$ cat src/rtl/dm_pkg.sv
// Shared definitions for the data-memory arbiter.
// Holds the request-port field widths and the requester ID encoding used to
// steer the registered read response back to the requester that was granted.
package dm_pkg;

  localparam int ADDR_W = 32;
  localparam int DATA_W = 32;
  localparam int BE_W   = 4;

  typedef enum logic [1:0] {
    REQ_NONE = 2'd0,
    REQ_CPU  = 2'd1,
    REQ_DMA  = 2'd2
  } req_id_e;

endpackage

$ cat src/rtl/dm_arb_starve_cnt.sv
// DMA starvation counter.
// Counts consecutive cycles in which the DMA requests but is not granted,
// saturating at MAX_WAIT. When the count has reached MAX_WAIT while the DMA
// is still requesting, force_dma tells the grant logic to override the CPU.
// Ports:
//   clk, reset   clock and synchronous active-high reset
//   dma_req      DMA is requesting this cycle
//   dma_gnt      DMA was granted this cycle
//   wait_cnt     current count (registered)
//   force_dma    dma_req & (wait_cnt == MAX_WAIT)
module dm_arb_starve_cnt #(
  parameter int MAX_WAIT = 4
) (
  input  logic       clk,
  input  logic       reset,
  input  logic       dma_req,
  input  logic       dma_gnt,
  output logic [3:0] wait_cnt,
  output logic       force_dma
);

  localparam logic [3:0] MaxWait = 4'(MAX_WAIT);

  logic [3:0] cnt_q;
  logic [3:0] cnt_d;

  // A withdrawn request or a grant both start a fresh wait window.
  always_comb begin
    cnt_d = cnt_q;
    if (!dma_req || dma_gnt) begin
      cnt_d = 4'd0;
    end else if (cnt_q != MaxWait) begin
      cnt_d = cnt_q + 4'd1;
    end
  end

  always_ff @(posedge clk) begin
    if (reset) begin
      cnt_q <= 4'd0;
    end else begin
      cnt_q <= cnt_d;
    end
  end

  // Depends only on the registered count, so feeding dma_gnt back in above
  // does not form a combinational loop.
  assign force_dma = dma_req && (cnt_q == MaxWait);
  assign wait_cnt  = cnt_q;

endmodule

$ cat src/rtl/dm_arbiter.sv
// Data-memory port arbiter between the CPU memory stage and a DMA engine.
// Fixed priority to the CPU, with a starvation counter that forces a DMA
// grant after MAX_WAIT ungranted cycles. Grants are combinational; the
// access completes at the edge closing the grant cycle. Load data returns
// one cycle later through per-requester registers.
// Handshake: a requester holds req and all request fields stable until it
// sees gnt in the same cycle; dropping req before gnt withdraws the request.
// Ports:
//   cpu_*   CPU request (req/we/addr/be/wd) and response (gnt/stall/rvalid/rd)
//   dma_*   DMA request and response, same meaning as the CPU ports
//   dm_*    DM control outputs (addr/wd/be/we/re) and combinational dm_rd
module dm_arbiter
  import dm_pkg::*;
#(
  parameter int MAX_WAIT = 4
) (
  input  logic              clk,
  input  logic              reset,
  input  logic              cpu_req,
  input  logic              cpu_we,
  input  logic [ADDR_W-1:0] cpu_addr,
  input  logic [BE_W-1:0]   cpu_be,
  input  logic [DATA_W-1:0] cpu_wd,
  output logic              cpu_gnt,
  output logic              cpu_stall,
  output logic              cpu_rvalid,
  output logic [DATA_W-1:0] cpu_rd,
  input  logic              dma_req,
  input  logic              dma_we,
  input  logic [ADDR_W-1:0] dma_addr,
  input  logic [BE_W-1:0]   dma_be,
  input  logic [DATA_W-1:0] dma_wd,
  output logic              dma_gnt,
  output logic              dma_rvalid,
  output logic [DATA_W-1:0] dma_rd,
  output logic [ADDR_W-1:0] dm_addr,
  output logic [DATA_W-1:0] dm_wd,
  output logic [BE_W-1:0]   dm_be,
  output logic              dm_we,
  output logic              dm_re,
  input  logic [DATA_W-1:0] dm_rd
);

  logic       force_dma;
  logic [3:0] wait_cnt;

  req_id_e           resp_id_q, resp_id_d;
  logic [DATA_W-1:0] cpu_rd_q, cpu_rd_d;
  logic [DATA_W-1:0] dma_rd_q, dma_rd_d;

  // The DM word address drops the byte offset, so these bits are never used.
  logic unused_addr_bits;
  assign unused_addr_bits = ^{cpu_addr[1:0], dma_addr[1:0]};

  dm_arb_starve_cnt #(
    .MAX_WAIT(MAX_WAIT)
  ) u_starve_cnt (
    .clk      (clk),
    .reset    (reset),
    .dma_req  (dma_req),
    .dma_gnt  (dma_gnt),
    .wait_cnt (wait_cnt),
    .force_dma(force_dma)
  );

  // Grant does not look at reset: a store granted in the reset cycle still
  // reaches the DM, which has its own reset.
  always_comb begin
    cpu_gnt = 1'b0;
    dma_gnt = 1'b0;
    if (force_dma) begin
      dma_gnt = 1'b1;
    end else if (cpu_req) begin
      cpu_gnt = 1'b1;
    end else if (dma_req) begin
      dma_gnt = 1'b1;
    end
  end

  assign cpu_stall = cpu_req & ~cpu_gnt;

  always_comb begin
    dm_addr = '0;
    dm_wd   = '0;
    dm_be   = '0;
    dm_we   = 1'b0;
    dm_re   = 1'b0;
    if (cpu_gnt) begin
      dm_addr = {cpu_addr[ADDR_W-1:2], 2'b00};
      dm_wd   = cpu_wd;
      dm_be   = cpu_be;
      dm_we   = cpu_we;
      dm_re   = ~cpu_we;
    end else if (dma_gnt) begin
      dm_addr = {dma_addr[ADDR_W-1:2], 2'b00};
      dm_wd   = dma_wd;
      dm_be   = dma_be;
      dm_we   = dma_we;
      dm_re   = ~dma_we;
    end
  end

  // Only loads produce a response; the non-granted requester's rd holds.
  always_comb begin
    resp_id_d = REQ_NONE;
    cpu_rd_d  = cpu_rd_q;
    dma_rd_d  = dma_rd_q;
    if (cpu_gnt && !cpu_we) begin
      resp_id_d = REQ_CPU;
      cpu_rd_d  = dm_rd;
    end else if (dma_gnt && !dma_we) begin
      resp_id_d = REQ_DMA;
      dma_rd_d  = dm_rd;
    end
  end

  always_ff @(posedge clk) begin
    if (reset) begin
      resp_id_q <= REQ_NONE;
      cpu_rd_q  <= '0;
      dma_rd_q  <= '0;
    end else begin
      resp_id_q <= resp_id_d;
      cpu_rd_q  <= cpu_rd_d;
      dma_rd_q  <= dma_rd_d;
    end
  end

  assign cpu_rvalid = (resp_id_q == REQ_CPU);
  assign dma_rvalid = (resp_id_q == REQ_DMA);
  assign cpu_rd     = cpu_rd_q;
  assign dma_rd     = dma_rd_q;

endmodule
$ cat config.mk
export PLATFORM = sky130hd
export DESIGN_NAME = dm_arbiter
export DESIGN_NICKNAME = d
export VERILOG_FILES = /design/src/rtl/dm_pkg.sv /design/src/rtl/dm_arb_starve_cnt.sv /design/src/rtl/dm_arbiter.sv
export SDC_FILE = /design/constraint.sdc
export NUM_CORES = 1
export LEC_CHECK = 0
export ABC_AREA = 1
export CAP_MARGIN = 10
export CORE_AREA = 2 2 122 124
export CTS_BUF_LIST = sky130_fd_sc_hd__clkbuf_8 sky130_fd_sc_hd__clkbuf_16
export DETAILED_ROUTE_END_ITERATION = 6
export DIE_AREA = 0 0 124 126
export PLACE_DENSITY = 0.69
export SLEW_MARGIN = 10
export SYNTH_ARGS = -nofsm -noshare
export SYNTH_HDL_FRONTEND = slang
export SYNTH_HIERARCHICAL = 1
export SYNTH_SLANG_ARGS = --single-unit
export TNS_END_PERCENT = 100
$ cat constraint.sdc
create_clock -name clk -period 2.8 [get_ports clk]
set_input_delay 0.28 -clock clk [delete_from_list [all_inputs] [get_ports clk]]
set_output_delay 0.28 -clock clk [all_outputs]
set_load 0.05 [all_outputs]
==> impl_metrics.toml <==
[floorplanning]
placement_rows = 44
initial_utilization = 0.255
die_h_um = 126
total_die_area_um2 = 15600
io-pin-count = 313
core-area_um2 = 14300
floorplan.die.width_um = 124

[layout]
share_of_post_route_cells_with_drive_strength_above_1 = 0.117
fin_util = 0.548
fin_nets = 1055
antenna-diode-count = 0
area_growth_syn_to_layout_pct = 115
final_design_area_no_fill_um2 = 7840

[timing]
finalCritPeriodShare = 0.915
setup-tns-final_ns = 0
report.final.hold_viol_count = 0
clock_skew_ns = 0.00753
grt_setup_unrepaired = "false"
final-setup-viol-count = 0
max_clock_freq_mhz = 390
fin_crit_ns = 2.56
final_critical_path_setup_slack_ns = 0.239
slew_viol_final = 0
slew-limit-headroom = 0.530
max_slew.worst_pin.slew_ns = 0.705

[placement]
place.gp.congestion = 0.811
place_worst_setup_slack_ns = 0.468
hpwlAfterDp_um = 11100
place_area_um2 = 7570
io_buffer_count = 306

[worst_setup_path]
timing.critical_path.cells = "inv_1 > ha_1 > nand3_4 > nor2_1 > inv_1 > nand2_4 > buf_4 > nand2_1 > nand2_1 > buf_12"
max_stage_delay_ns = 0.36
worstPathArrival_ns = 2.28
worstSetupPathType = "register to output pin"
timing.critical_path.fanout_max = 25
startpoint_type = "register"
startpoint = "u_starve_cnt/wait_cnt[0]"
worst_reg2reg_path_startpoint = "u_starve_cnt/wait_cnt[0]"
critical_path_required_ns = 2.52
cp_slowest_cell = "sky130_fd_sc_hd__dfxtp_1"
setup.worst_path.end_class = "output pin"

[pwr]
clock_power_share = 0.291
power.switching_fraction = 0.341
vdd.ir_drop.worst_mv = 0.256
total_power_mw = 3.53
total_power_divided_by_cell_area_nw_per_um2 = 450
net-switching-power_mw = 1.20
sequentialPowerShare = 0.304
combPwrFrac = 0.405
internal_power_mw = 2.33
leakage_nw = 3.52

[synthesis]
synthAdderAreaFrac = 0.00685
synth_top_family_by_area = "simple AND/OR/NAND/NOR gates"
post_synth_and_or_nand_nor_area_fraction = 0.408
register_bit_count_reported_by_yosys = 70
syn-instance-count = 594
syn_avg_cell_area_um2 = 6.15
synth_warnings = 6
synth-compound-area-share = 0.0877
synth_sequential_area_ratio = 0.384
synthesis.area_um2 = 3650
netlist-cell-type-count = 21
synth.area.mux_share = 0
post_synth_xor_area_fraction = 0

[clocking]
cts-buffers-inserted = 9
clk_pin_slew_ns = 0.05
hold_fix_buffers_at_cts = 0
cts_htree_levels = 3
cts-root-buf = "sky130_fd_sc_hd__clkbuf_16"
cts_post_setup_buffers_inserted = 0
post_cts_resized = 0
clock_insertion_delay_worst_skew_ns = 0.32
clock_sinks = 70
cts_tree = "built"
clockBufferDepth = 2

[detailed_routing]
drt_drc = 0
final_wirelength_um = 14600
route.detailed.wl_per_inst_um = 13.7
detail_route.vias_per_cell = 4.35
detailedRoute.firstIterationViolations = 179
postRouteAntennaNets = 0
drt_first_pass_iters = 4
total_vias_in_the_final_route = 4642

[global_route]
gr-total-overflow = 0
grt_antenna_before_repair = 0
grt_pass1_vias = 4426
grt_start_max_net_pins = 69
grt_first_pass_wirelength_um = 22400
globalRouteTotalUtil = 0.182

[worst_hold_path]
hold_path_class = "register to register"
hold_start = "cpu_rd[4]"

[run_status]
run_status = "finished clean"

[flow_run]
maxCapViolCount = 0
## worst max-delay path: cells and delay by family (launching register included)
family	cells	cell delay, ns
simple gates	5	0.74
fa+ha+maj	1	0.20
flops	1	0.36
buf+inv	4	0.65
## synthesized netlist by cell type
cell type	n	share of area
sky130_fd_sc_hd__nand2_1	250	0.26
sky130_fd_sc_hd__dfxtp_1	70	0.38
sky130_fd_sc_hd__nand3_1	66	0.090
sky130_fd_sc_hd__inv_1	48	0.049
sky130_fd_sc_hd__nor2_1	44	0.045
sky130_fd_sc_hd__a21oi_1	32	0.044
sky130_fd_sc_hd__o21ai_1	29	0.040
sky130_fd_sc_hd__buf_2	23	0.032
sky130_fd_sc_hd__clkbuf_1	10	0.010
sky130_fd_sc_hd__buf_4	8	0.016
sky130_fd_sc_hd__o21ai_0	3	0.0041
sky130_fd_sc_hd__ha_1	2	0.0068
sky130_fd_sc_hd__buf_1	1	0.0010
sky130_fd_sc_hd__buf_6	1	0.0031
sky130_fd_sc_hd__conb_1	1	0.0010
sky130_fd_sc_hd__inv_2	1	0.0010
sky130_fd_sc_hd__nand2_2	1	0.0017
sky130_fd_sc_hd__nand3_4	1	0.0048
sky130_fd_sc_hd__nand4_1	1	0.0017
sky130_fd_sc_hd__nor2_4	1	0.0031
sky130_fd_sc_hd__nor3_4	1	0.0045
## power by group through the flow
stage	Combinational [mW]	Sequential, mW	Clock, mW
detailed placement	1.44	1.09	0
floorplan	0.518	1.25	0
CTS	1.44	1.07	1.06
global route	1.51	1.08	1.11
global placement	1.43	1.09	0
finish	1.43	1.07	1.03
## metal layers
layer	track usage	up-vias	wire length, µm
li1	-	2408	-
met1	0.201	1999	5560
met2	0.319	201	7120
met3	0.0630	34	1470
met4	0.0687	0	456
met5	0	-	0
## stage by stage
stage / cells / hold WS [ns]
3_3_place_gp: 1052 / 0.460
3_5_place_dp: 1052 / 0.466
4_1_cts: 1068 / 0.476
5_1_grt: 1068 / 0.506
2_1_floorplan: 595 / 0.427
6_report: 1068 / 0.471
## kinds of logic after synthesis
logic type               count (synthesis)
adder cells (fa/ha/maj)                  2
AO/OA/AOI/OAI                           64
buffers and inverters                   92
AND/OR/NAND/NOR                        365
other                                    1
flip-flops                              70
## state kept, by name, indices dropped and copies added, names as in the netlist
| signal | flops |
|---|---|
| resp_id_q | 2 |
| u_starve_cnt/wait_cnt | 4 |
| cpu_rd | 32 |
| dma_rd | 32 |
## layout make-up
| type | count | area [µm²] |
|---|---|---|
| inverter | 49 | 184 |
| tap | 184 | 230 |
| timing repair buffer | 316 | 3900 |
| clock inverter | 6 | 37.5 |
| sequential | 70 | 1400 |
| fill | 1333 | 6470 |
| multi-input combinational | 433 | 1850 |
| clock buffer | 10 | 239 |
## path summary, 6_finish.rpt
kind | to | slack [ns] | depth (start not counted)
worst max-delay path | dm_addr[27] | 0.24 | 10
worst min-delay path | cpu_rd[4] | 0.47 | 2
worst max register to register | dma_rd[24] | 0.83 | 10
worst min register to register | cpu_rd[4] | 0.47 | 2
## cells in the final DEF, fill, tap and decap left out
master and count:
sky130_fd_sc_hd__nand3_4 1, sky130_fd_sc_hd__conb_1 2, sky130_fd_sc_hd__clkbuf_8 1, sky130_fd_sc_hd__nand3_1 66, sky130_fd_sc_hd__nand4_1 1, sky130_fd_sc_hd__a21oi_1 32
sky130_fd_sc_hd__clkdlybuf4s50_1 236, sky130_fd_sc_hd__buf_4 5, sky130_fd_sc_hd__buf_12 75, sky130_fd_sc_hd__nor3_4 1, sky130_fd_sc_hd__o21ai_1 29, sky130_fd_sc_hd__clkinv_2 4
sky130_fd_sc_hd__clkbuf_16 9, sky130_fd_sc_hd__inv_1 46, sky130_fd_sc_hd__nor2_4 1, sky130_fd_sc_hd__nor2_1 44, sky130_fd_sc_hd__o21ai_0 3, sky130_fd_sc_hd__nand2_1 250
sky130_fd_sc_hd__inv_2 3, sky130_fd_sc_hd__ha_1 2, sky130_fd_sc_hd__nand2_4 1, sky130_fd_sc_hd__clkinv_4 2, sky130_fd_sc_hd__dfxtp_1 70
Power figures use the tool's default switching activity.
==> variant (same settings) <==
Re-encode `req_id_e` (3 values) as one-hot, 3 bits wide.
--- a/src/rtl/dm_pkg.sv
+++ b/src/rtl/dm_pkg.sv
@@ -8,8 +8,8 @@
   localparam int BE_W   = 4;
 
-  typedef enum logic [1:0] {
-    REQ_NONE = 2'd0,
-    REQ_CPU  = 2'd1,
-    REQ_DMA  = 2'd2
+  typedef enum logic [2:0] {
+    REQ_NONE = 3'b001,
+    REQ_CPU  = 3'b010,
+    REQ_DMA  = 3'b100
   } req_id_e;
 
Check against the original RTL: same outputs for any inputs over 10 cycles, from zero or initial values and one cycle with reset high; not proved beyond that.
==> variant against the original RTL <==
  * Combinational power about the same
  * Total power increased by 8.4%
  * Setup slack improved by 0.083 ns
  * Design area increased by 1.1%
  * Wire length increased by 9.9%
  * Synthesized cell count increased by 0.34%
  * Synthesized area increased by 1.9%
  * Sequential cell count increased by 1
==> variant: results (changes against the original RTL) <==
- Status: completed
- Final period utilization: 88.5% (-3.0 points)
- GR Util met2: 34.3% (+2.3 points)
- Routed met2 length: 7920 um (+11%)
- Commonest cells post-synth: 248 x nand2_1, 71 x dfxtp_1, 65 x nand3_1
- Clk_skew: 0.00826 ns (+0.000730 ns)
- Met3 GRT Util: 6.75% (+0.45 points)
- Top routing layer used: met5
- Global-route wire length before repair: 23700 um (+5.7%)
- Fin nets: 1056 (+0.095%)
- End of the critical path: dm_wd[19]
- Sequential-to-total area share from yosys stat: 38.2% (-0.18 points)
- Reg2Reg Setup Slack: 0.70 ns (-0.13 ns)
- Critical Path Fanout Max: 66 (+160%)
- Leak: 3.54 nW (+0.52%)
- Detailed placer's ending HPWL: 12500 um (+12%)
- Largest cells by area after synthesis: dfxtp_1 38%, nand2_1 25%, nand3_1 8.7%
- Largest net degree at the start of global routing: 67 (-2.9%)
- Largest stage delay, worst path: 0.42 ns (+0.06 ns)
- Crit path DAT: 2.20 ns (-0.08 ns)
- Worst VDD drop: 0.000342 V (+34%)
- Hold Startpoint: cpu_rd[18]
- R2R cell count: 11 (+1)
- Worst path top cell family by delay: buffers and inverters
- Rel. slew slack: 54.8% (+1.8 points)
- DR WL/cell: 15.0 um (+9.7%)
- GRT Util Overall: 19.6% (+1.3 points)
- DR vias/cell: 4.37 (+0.59%)
- Layout cell share with drive strength beyond 1: 12.2% (+0.57 points)
- Netlist cell types: 23 (+9.5%)
==> variant: changes by cell type after synthesis, moves of 2 or more <==
cell	unedited run	this run
a21oi_1	32	30
nand2_2	1	4
inv_1	48	46
a21oi_2	0	2
buf_2	23	29
clkbuf_1	10	1
nand2_1	250	248
nor2_1	44	42
nor3_1	0	2
buf_6	1	5
inv_2	1	3
==> variant: report_power, final <==
part	switching (mW)	total, mW	internal (mW)
logic	0.775	1.43	0.657
clock network	0.416	1.31	0.890
registers	0.0261	1.09	1.06
total	1.22	3.83	2.61
==> variant: metrics by stage <==
stage | cells | area (sq um) | setup WS [ns]
2_1_floorplan | 597 | 3730 | 0.471
3_3_place_gp | 1053 | 7580 | 0.526
3_5_place_dp | 1053 | 7580 | 0.514
4_1_cts | 1068 | 7930 | 0.267
5_1_grt | 1070 | 7930 | 0.119
6_report | 1070 | 7930 | 0.322
==> variant: kinds of logic (layout without fill, tap and decap cells) <==
kind of cell	after synthesis	in the layout	synth area share, %
AND/OR/NAND/NOR	365	365	40.2
buffers and inverters	92	379	12.0
flip-flops	71	71	38.2
AO/OA/AOI/OAI	65	65	8.94
adder cells (fa/ha/maj)	2	2	0.672
other	1	4	0.101
==> variant: layout make-up <==
| cell class | instances | area [sq um] | area share (%) |
|---|---|---|---|
| antenna | 2 | 5.00 | 0.0631 |
| clock buffer | 10 | 239 | 3.01 |
| clock inverter | 5 | 106 | 1.34 |
| inverter | 49 | 184 | 2.32 |
| multi-input combinational | 434 | 1870 | 23.5 |
| sequential | 71 | 1420 | 17.9 |
| tap | 184 | 230 | 2.90 |
| timing repair buffer | 315 | 3880 | 48.9 |
